`config.mk`:
```
export PLATFORM = sky130hd
export DESIGN_NAME = bsg_div_restoring_iterative
export DESIGN_NICKNAME = d
export VERILOG_FILES = /design/src/rtl/bsg_div_restoring_iterative_pkg.sv /design/src/rtl/bsg_div_restoring_iterative_step.sv /design/src/rtl/bsg_div_restoring_iterative.sv
export SDC_FILE = /design/constraint.sdc
export NUM_CORES = 1
export LEC_CHECK = 0
export CAP_MARGIN = 20
export CORE_MARGIN = 10
export CORE_UTILIZATION = 50
export DETAILED_ROUTE_END_ITERATION = 8
export GPL_ROUTABILITY_DRIVEN = 1
export PLACE_DENSITY = 0.77
export SYNTH_ARGS = -nofsm -noshare
export SYNTH_HDL_FRONTEND = slang
export SYNTH_SLANG_ARGS = --single-unit
export TNS_END_PERCENT = 1
```
`constraint.sdc`:
```
create_clock -name clk_i -period 4.2 [get_ports clk_i]
set_clock_uncertainty 0.05 [all_clocks]
set_input_delay 0.84 -clock clk_i [delete_from_list [all_inputs] [get_ports clk_i]]
set_output_delay 0.84 -clock clk_i [all_outputs]
set_load 0.05 [all_outputs]
```
`src/rtl/bsg_div_restoring_iterative_pkg.sv`:
```
// Shared arithmetic-unit definitions: FSM state encodings for the iterative divider and multiplier.
package bsg_div_restoring_iterative_pkg;

    typedef enum logic [2:0] {
        eIdle,
        ePre,
        eCal,
        eFix,
        eDone
    } bsg_div_state_e;

    typedef enum logic [1:0] {
        eMulIdle,
        eMulCalc,
        eMulDone
    } bsg_mul_state_e;

endpackage

```
`src/rtl/bsg_div_restoring_iterative_step.sv`:
```
// One restoring-division step: shift in a dividend bit, trial-subtract the divisor, keep or restore.
module bsg_div_restoring_step #(
    parameter int width_p = 32
) (
    input  logic [width_p-1:0] rem_i,
    input  logic               dividend_bit_i,
    input  logic [width_p-1:0] divisor_i,
    output logic [width_p-1:0] rem_o,
    output logic               quot_bit_o
);

    logic [width_p:0] shifted;
    logic [width_p:0] diff;

    // rem_i < divisor_i always holds, so the width_p+1-bit difference's MSB is a valid borrow flag
    assign shifted    = {rem_i, dividend_bit_i};
    assign diff       = shifted - {1'b0, divisor_i};
    assign quot_bit_o = ~diff[width_p];
    assign rem_o      = quot_bit_o ? diff[width_p-1:0] : shifted[width_p-1:0];

endmodule

```
`src/rtl/bsg_div_restoring_iterative.sv`:
```
// Iterative restoring divider, signed or unsigned, one quotient bit per cycle with valid/yumi output handshake.
module bsg_div_restoring_iterative
    import bsg_div_restoring_iterative_pkg::*;
#(
    parameter int width_p = 32
) (
    input  logic               clk_i,
    input  logic               reset_i,
    output logic               ready_o,
    input  logic [width_p-1:0] dividend_i,
    input  logic [width_p-1:0] divisor_i,
    input  logic               signed_i,
    input  logic               v_i,
    output logic [width_p-1:0] quotient_o,
    output logic [width_p-1:0] remainder_o,
    output logic               v_o,
    input  logic               yumi_i
);

    localparam int cnt_w_lp = $clog2(width_p);

    bsg_div_state_e        state_q, state_d;
    logic [width_p-1:0]    quot_q, quot_d;
    logic [width_p-1:0]    rem_q, rem_d;
    logic [width_p-1:0]    dvsr_q, dvsr_d;
    logic                  signed_q, signed_d;
    logic                  q_neg_q, q_neg_d;
    logic                  r_neg_q, r_neg_d;
    logic                  dz_q, dz_d;
    logic [cnt_w_lp-1:0]   cnt_q, cnt_d;

    logic [width_p-1:0]    step_rem;
    logic                  step_bit;
    logic [width_p-1:0]    neg_b_in;
    logic [width_p-1:0]    neg_a;
    logic [width_p-1:0]    neg_b;

    bsg_div_restoring_step #(.width_p(width_p)) step_u (
        .rem_i         (rem_q),
        .dividend_bit_i(quot_q[width_p-1]),
        .divisor_i     (dvsr_q),
        .rem_o         (step_rem),
        .quot_bit_o    (step_bit)
    );

    // Negators are shared: ePre takes |dividend|,|divisor|; eFix signs quotient,remainder
    assign neg_b_in = (state_q == ePre) ? dvsr_q : rem_q;
    assign neg_a    = ~quot_q + width_p'(1);
    assign neg_b    = ~neg_b_in + width_p'(1);

    always_comb begin
        state_d  = state_q;
        quot_d   = quot_q;
        rem_d    = rem_q;
        dvsr_d   = dvsr_q;
        signed_d = signed_q;
        q_neg_d  = q_neg_q;
        r_neg_d  = r_neg_q;
        dz_d     = dz_q;
        cnt_d    = cnt_q;
        unique case (state_q)
            eIdle: begin
                if (v_i) begin
                    quot_d   = dividend_i;
                    dvsr_d   = divisor_i;
                    signed_d = signed_i;
                    rem_d    = '0;
                    cnt_d    = '0;
                    state_d  = ePre;
                end
            end
            ePre: begin
                q_neg_d = signed_q & (quot_q[width_p-1] ^ dvsr_q[width_p-1]);
                r_neg_d = signed_q & quot_q[width_p-1];
                dz_d    = (dvsr_q == '0);
                if (signed_q && quot_q[width_p-1]) quot_d = neg_a;
                if (signed_q && dvsr_q[width_p-1]) dvsr_d = neg_b;
                state_d = eCal;
            end
            eCal: begin
                rem_d  = step_rem;
                quot_d = {quot_q[width_p-2:0], step_bit};
                cnt_d  = cnt_q + cnt_w_lp'(1);
                if (cnt_q == cnt_w_lp'(width_p - 1)) state_d = eFix;
            end
            eFix: begin
                // Divide-by-zero keeps the all-ones quotient regardless of operand signs
                if (q_neg_q && !dz_q) quot_d = neg_a;
                if (r_neg_q) rem_d = neg_b;
                state_d = eDone;
            end
            eDone: begin
                if (yumi_i) state_d = eIdle;
            end
            default: state_d = eIdle;
        endcase
    end

    always_ff @(posedge clk_i) begin
        if (reset_i) begin
            state_q  <= eIdle;
            quot_q   <= '0;
            rem_q    <= '0;
            dvsr_q   <= '0;
            signed_q <= 1'b0;
            q_neg_q  <= 1'b0;
            r_neg_q  <= 1'b0;
            dz_q     <= 1'b0;
            cnt_q    <= '0;
        end else begin
            state_q  <= state_d;
            quot_q   <= quot_d;
            rem_q    <= rem_d;
            dvsr_q   <= dvsr_d;
            signed_q <= signed_d;
            q_neg_q  <= q_neg_d;
            r_neg_q  <= r_neg_d;
            dz_q     <= dz_d;
            cnt_q    <= cnt_d;
        end
    end

    assign ready_o     = (state_q == eIdle);
    assign v_o         = (state_q == eDone);
    assign quotient_o  = quot_q;
    assign remainder_o = rem_q;

endmodule

```
==> results.cfg, run 1 <==
[detailed_routing]
drc_errors = 0
viasPerCell = 6.64
wirelength_um = 34300
first_pass_iters = 5
vias = 10700
first_iter_violations = 1395
ant_nets = 0
wl_per_cell_um = 21.2

[clock_tree]
clockBufferDepth = 2
cts_setup_buffers = 0
htreeDepth = 3
cts.sinks = 108
cts_buffers = 9
clk_latency_ns = 0.37
cts_tree = done
ctsResizeCount = 0
clk_pin_slew_ns = 0.08
root_buffer = clkbuf_16
hold_buffers = 0

[placed_design]
pre_cts_ws_ns = 0.347
place.gp.congestion = 1.00
place_inst = 1597
place.port_buffers = 134
hpwl_um = 24700

[worst_hold_path]
worstHoldPathType = flip-flop to flip-flop

[global_route]
grt.overflow.total = 0
grt_pass1_vias = 9637
antenna_found_initial = 0
gr-usage-all-layers_pct = 27.1
grt_max_degree = 96
grt_pass1_wl_um = 54000

[floorplan]
dieWidth_um = 155
dieArea_sq_um = 24100
core_sq_um = 18000
die_h_um = 155
rows = 49
ioPinCount = 135
initial_core_util_pct = 50.8

[yosys]
synthArstFlopShare_pct = 0
synthMuxAreaShare_pct = 2.44
syn_nets = 1399
yosysUniqueCellTypes = 82
syn_area_per_cell_sq_um = 7.06
synth_warnings = 0
synth_ff_type = dfxtp_1
synth-simple-area-share_pct = 26.3
synth-compound-area-share_pct = 33.9
synth_top_family_by_area = compound AO/OA/AOI/OAI gates
synth_area_sq_um = 9130
ys_seq_area_share_pct = 23.7
ys_top_cells_by_area = dfxtp_1 (24%), nor2_1 (5.9%), a21oi_1 (5.5%)
synth_xor_area_share_pct = 2.40
ys_ff_latch = 108
synth_largest_type_area_fraction_pct = 23.7
netlist_instances = 1293
synthAdderAreaFrac_pct = 5.15
synth_edf_count = 0
synth_largest_area_cell = dfxtp_1

[critical_path]
cp.buffers_inverters = 0
end_kind = flip-flop
arrival_ns = 4.18
crit_path_max_incr_delay_ns = 0.59
path_delay_family = compound AO/OA/AOI/OAI gates
start_kind = flip-flop
required_ns = 4.36
crit_chain = or3b_4, a21oi_1, ha_1, nor4b_1, mux2i_1, a221oi_1, o2111ai_1, a22o_1, a31oi_1, o22ai_1
cp_max_fo = 10
worst_path_max_delay_cell = a221oi_1
path_class = flip-flop to flip-flop

[layout]
final_cell_mix = nor2_1 (142), clkdlybuf4s50_1 (133), nand2_1 (124)
final_util_pct = 61.2
nFillCells = 1716
regArea_sq_um = 2160
area_delta_synth_final_pct = 20.4
nets = 1485
diodes = 0
drive_gt1_share_pct = 5.56
final_common_cell = nor2_1
multiInputGateArea_sq_um = 6430
stdcell_count = 1613

[timing]
drv_slew = 0
slew_headroom_pct = 26.1
finalSetupViolations = 0
fin_crit_ns = 4.02
rsz0062_at_grt = false
final.setup.tns_ns = 0
fmax_mhz = 249
hold_viol_final = 0
setup_ws_ns = 0.179
fin_crit_sh_pct = 95.7
worst_slew_pin_slew_ns = 1.11
timing.hold.ws_ns = 0.409

[pwr]
irDropWorstVdd_v = 0.000210
p_per_area_nw_per_um2 = 409
p_leak_uw = 0.00430

[run]
drv_cap = 0

[outcome]
outcome = finished clean
[tightest hold or removal path, stage by stage, from the launching register on]
cell	delay (ns)
dfxtp_1	0.32
nand2_1	0.05
a21oi_1	0.05
[final timing paths]
check                                              from  slack, ns  depth (start not counted)                      endpoint
worst max-delay path            state_q[0]$_SDFFE_PP0P_       0.18                         10  remainder_o[26]$_SDFFE_PP0P_
worst min-delay path               q_neg_q$_SDFFE_PP0N_       0.41                          2          q_neg_q$_SDFFE_PP0N_
worst min register to register     q_neg_q$_SDFFE_PP0N_       0.41                          2          q_neg_q$_SDFFE_PP0N_
worst max register to register  state_q[0]$_SDFFE_PP0P_       0.18                         10  remainder_o[26]$_SDFFE_PP0P_
[layout make-up]
cell class / count / share of cell area (%)
timing repair buffer: 170 / 14.8
clock inverter: 6 / 0.865
sequential: 108 / 19.7
inverter: 44 / 1.50
multi-input combinational: 1046 / 58.5
clock buffer: 10 / 2.08
tap: 229 / 2.61
[cell usage after synthesis (5+ instances only)]
cell,instances
nor2_1,143
nand2_1,124
dfxtp_1,108
a21oi_1,101
o21ai_0,92
clkbuf_1,79
nand3_1,62
a22oi_1,50
nor3_1,49
inv_1,43
ha_1,36
a21o_1,28
o31ai_1,26
o311ai_0,22
mux2i_1,20
o22ai_1,20
or3_1,18
and3_1,16
nor4_1,15
a31oi_1,14
nand4_1,14
xor2_1,14
and2_1,13
o41ai_1,13
a221oi_1,11
xnor2_1,11
a211oi_1,10
buf_2,8
o211ai_1,8
o21bai_1,7
a221o_1,6
nand2b_1,6
nand3b_1,6
a22o_1,5
nor3b_1,5
or2_2,5
or4_1,5
[through the flow]
stage	cell area [sq um]	power, uW
6_report	11000	4490
5_1_grt	11000	4720
4_1_cts	11000	4430
3_5_place_dp	10700	3480
3_3_place_gp	10700	3470
2_1_floorplan	9130	2800
[where the power goes]
| part | switching [uW] | leakage, uW | internal (uW) |
|---|---|---|---|
| logic | 1440 | 0.00327 | 834 |
| clock network | 439 | 0.000151 | 530 |
| registers | 136 | 0.000884 | 1110 |
| total | 2010 | 0.00430 | 2480 |
[kinds of logic after synthesis]
| group | Yosys count |
|---|---|
| AOI/OAI and AO/OA | 462 |
| xor gates and xnor gates | 25 |
| adders and majority gates | 37 |
| buffers and inverters | 139 |
| DFF | 108 |
| muxes | 22 |
| and+or+nand+nor | 500 |
[metal layers]
metal	routed length, um	vias to the layer above	track usage [%]
met5	0	-	0
met2	15300	592	42.3
li1	-	5050	-
met3	3420	78	4.58
met1	14500	4992	36.8
met4	1040	0	9.49
[registers in the layout (all words and copies together), names as in the netlist]
name         cells
r_neg_q          1
dz_q             1
quotient_o      32
dvsr_q          32
cnt_q            5
state_q          3
signed_q         1
q_neg_q          1
remainder_o     32
(Power assumes the default switching activity.)
==> run 2: changes to the inputs <==
==> constraint.sdc (replaced) <==
create_clock -name clk_i -period 3.22 [get_ports clk_i]
set_clock_uncertainty 0.05 [all_clocks]
set_input_delay 0.644 -clock clk_i [delete_from_list [all_inputs] [get_ports clk_i]]
set_output_delay 0.644 -clock clk_i [all_outputs]
set_load 0.05 [all_outputs]
==> run 2 against run 1 <==
  * Total power is 37% higher
  * Clock power grew 29%
  * Combinational power increased by 46%
  * Sequential share of layout area is 1.3 points lower
  * Routed wire length rose by 2.4%
  * Sequential power rose by 27%
  * Hold slack improved by 0.0048 ns
  * Via count grew 2.8%
  * Die area unchanged
  * Core utilization is 4.4 points higher
  * Global-route usage is 0.47 points higher
  * Final area rose by 7.1%
  * Critical path type unchanged
==> results.cfg, run 2 (synthesis results as in run 1) <==
[critical_path]
required_ns = 3.39
end_kind = flip-flop
cp_max_fo = 8
r2r_cells = 13
path_class = flip-flop to flip-flop
start_kind = flip-flop
r2r_end = remainder_o[20]$_SDFFE_PP0P_
reg2reg_from = quotient_o[31]$_SDFFE_PP0P_
ff2ff_setup_slack_ns = 0.06
arrival_ns = 3.33

[clock_tree]
hold_buffers = 0
clk_latency_ns = 0.37
cts_tree = done
cts_buffers = 9
clockBufferDepth = 2
root_buffer = clkbuf_16
cts.sinks = 108
clk_pin_slew_ns = 0.08
htreeDepth = 3

[layout]
final_util_pct = 65.5
stdcell_count = 1690
drive_gt1_share_pct = 12.5
area_delta_synth_final_pct = 29.0
final_cell_mix = nor2_1 (142), clkdlybuf4s50_1 (133), nand2_1 (123)
final_common_cell = nor2_1
diodes = 0
nets = 1562

[global_route]
grt_max_degree = 51
antenna_found_initial = 0
grt_pass1_vias = 9902
grt_pass1_wl_um = 54800
gr-usage-all-layers_pct = 27.6
grt.overflow.total = 0

[timing]
fin_crit_sh_pct = 98.1
hold_viol_final = 0
rsz0062_at_grt = true
slew_headroom_pct = 53.2
drv_slew = 0
fin_crit_ns = 3.16
timing.hold.ws_ns = 0.414
fmax_mhz = 317
finalSetupViolations = 0
worst_slew_pin_slew_ns = 0.692

[outcome]
outcome = finished clean

[floorplan]
die_h_um = 155
ioPinCount = 135
dieWidth_um = 155
rows = 49
dieArea_sq_um = 24100
core_sq_um = 18000
initial_core_util_pct = 50.8

[worst_hold_path]
holdPathStages = 2
worstHoldPathType = flip-flop to flip-flop
holdPathEnd = r_neg_q$_SDFFE_PP0N_
min_from = r_neg_q$_SDFFE_PP0N_

[pwr]
p_leak_uw = 0.00475
p_per_area_nw_per_um2 = 522
p_total_uw = 6150
irDropWorstVdd_v = 0.000393

[detailed_routing]
wl_met1_um = 14800
first_iter_violations = 1335
viasPerCell = 6.52
wirelength_um = 35100
wl_met2_um = 15700
wl_met3_um = 3500
drc_errors = 0
first_pass_iters = 6
dr.max_layer_used = met4
wl_per_cell_um = 20.8
vias = 11000
ant_nets = 0

[placed_design]
hpwl_um = 25900
place.port_buffers = 134
place.gp.congestion = 0.986
place_inst = 1669

[run]
drv_cap = 0
==> run 2: cell count changes in the layout (fill, tap and decap cells not counted), moves of 3 or more <==
cell and delta:
a21oi_1 -3, buf_4 +70, buf_6 +4, dfxtp_1 -4, dfxtp_2 +4, o21ai_0 -3
==> run 2: where the power goes <==
group	leakage (uW)	total [uW]	internal, uW	switching [uW]
Combinational	0.00371	3310	1320	1980
Sequential	0.000885	1590	1450	140
Clock	0.000154	1250	643	605
==> run 2: worst max-delay path, cell delays in order, from the launching register on <==
cell and delay (ns):
dfxtp_2 0.33, inv_2 0.05, ha_4 0.12, inv_2 0.04, fa_2 0.37, a211oi_2 0.18
o21bai_1 0.13, o311a_1 0.39, o2111a_1 0.28, or3_4 0.40, and2_4 0.20, buf_8 0.15
mux2i_1 0.18, o22ai_1 0.11
==> run 2: how the worst max path moves through the flow <==
stage / from / endpoint / slack [ns] / depth (start not counted)
detailed placement: quotient_o[31]$_SDFFE_PP0P_ / remainder_o[17]$_SDFFE_PP0P_ / 0.005 / 13
global placement: quotient_o[31]$_SDFFE_PP0P_ / remainder_o[17]$_SDFFE_PP0P_ / 0.14 / 13
finish: quotient_o[31]$_SDFFE_PP0P_ / remainder_o[20]$_SDFFE_PP0P_ / 0.06 / 13
CTS: quotient_o[31]$_SDFFE_PP0P_ / remainder_o[17]$_SDFFE_PP0P_ / 0.006 / 13
floorplan: state_q[0]$_SDFFE_PP0P_ / remainder_o[14]$_SDFFE_PP0P_ / -0.10 / 16
global route: quotient_o[31]$_SDFFE_PP0P_ / remainder_o[20]$_SDFFE_PP0P_ / -0.03 / 13
==> run 2: repair_timing <==
| action | CTS | global route |
|---|---|---|
| cloned | 0 | 0 |
| gates resized for setup | 1 | 29 |
| pin swaps | 1 | 10 |
| buffers inserted | 1 | 4 |
| setup endpoints to repair | 1 | 33 |
| hold endpoints to repair | 0 | 0 |
==> run 2: metrics by stage <==
| stage | setup WS, ns | TNS, ns | instance area [sq um] |
|---|---|---|---|
| 2_1_floorplan | -0.101 | -1.37 | 9260 |
| 3_3_place_gp | 0.140 | 0 | 11300 |
| 3_5_place_dp | 0.00519 | 0 | 11300 |
| 4_1_cts | 0.00628 | 0 | 11600 |
| 5_1_grt | -0.0298 | -0.110 | 11800 |
| 6_report | 0.0612 | 0 | 11800 |
==> run 2: per-layer routing <==
metal  vias up  track usage [%]
met3        80             6.37
li1       5205                -
met2       587             42.5
met1      5139             36.8
met5         -                0
met4         0             9.81
==> run 2: final cells by class <==
type,instances,area [sq um]
Multi-Input combinational cell,1046,6590
Fill cell,1629,6190
Timing Repair Buffer,247,2250
Sequential cell,108,2170
Tap cell,229,287
Clock buffer,10,239
Inverter,44,165
Clock inverter,6,82.6
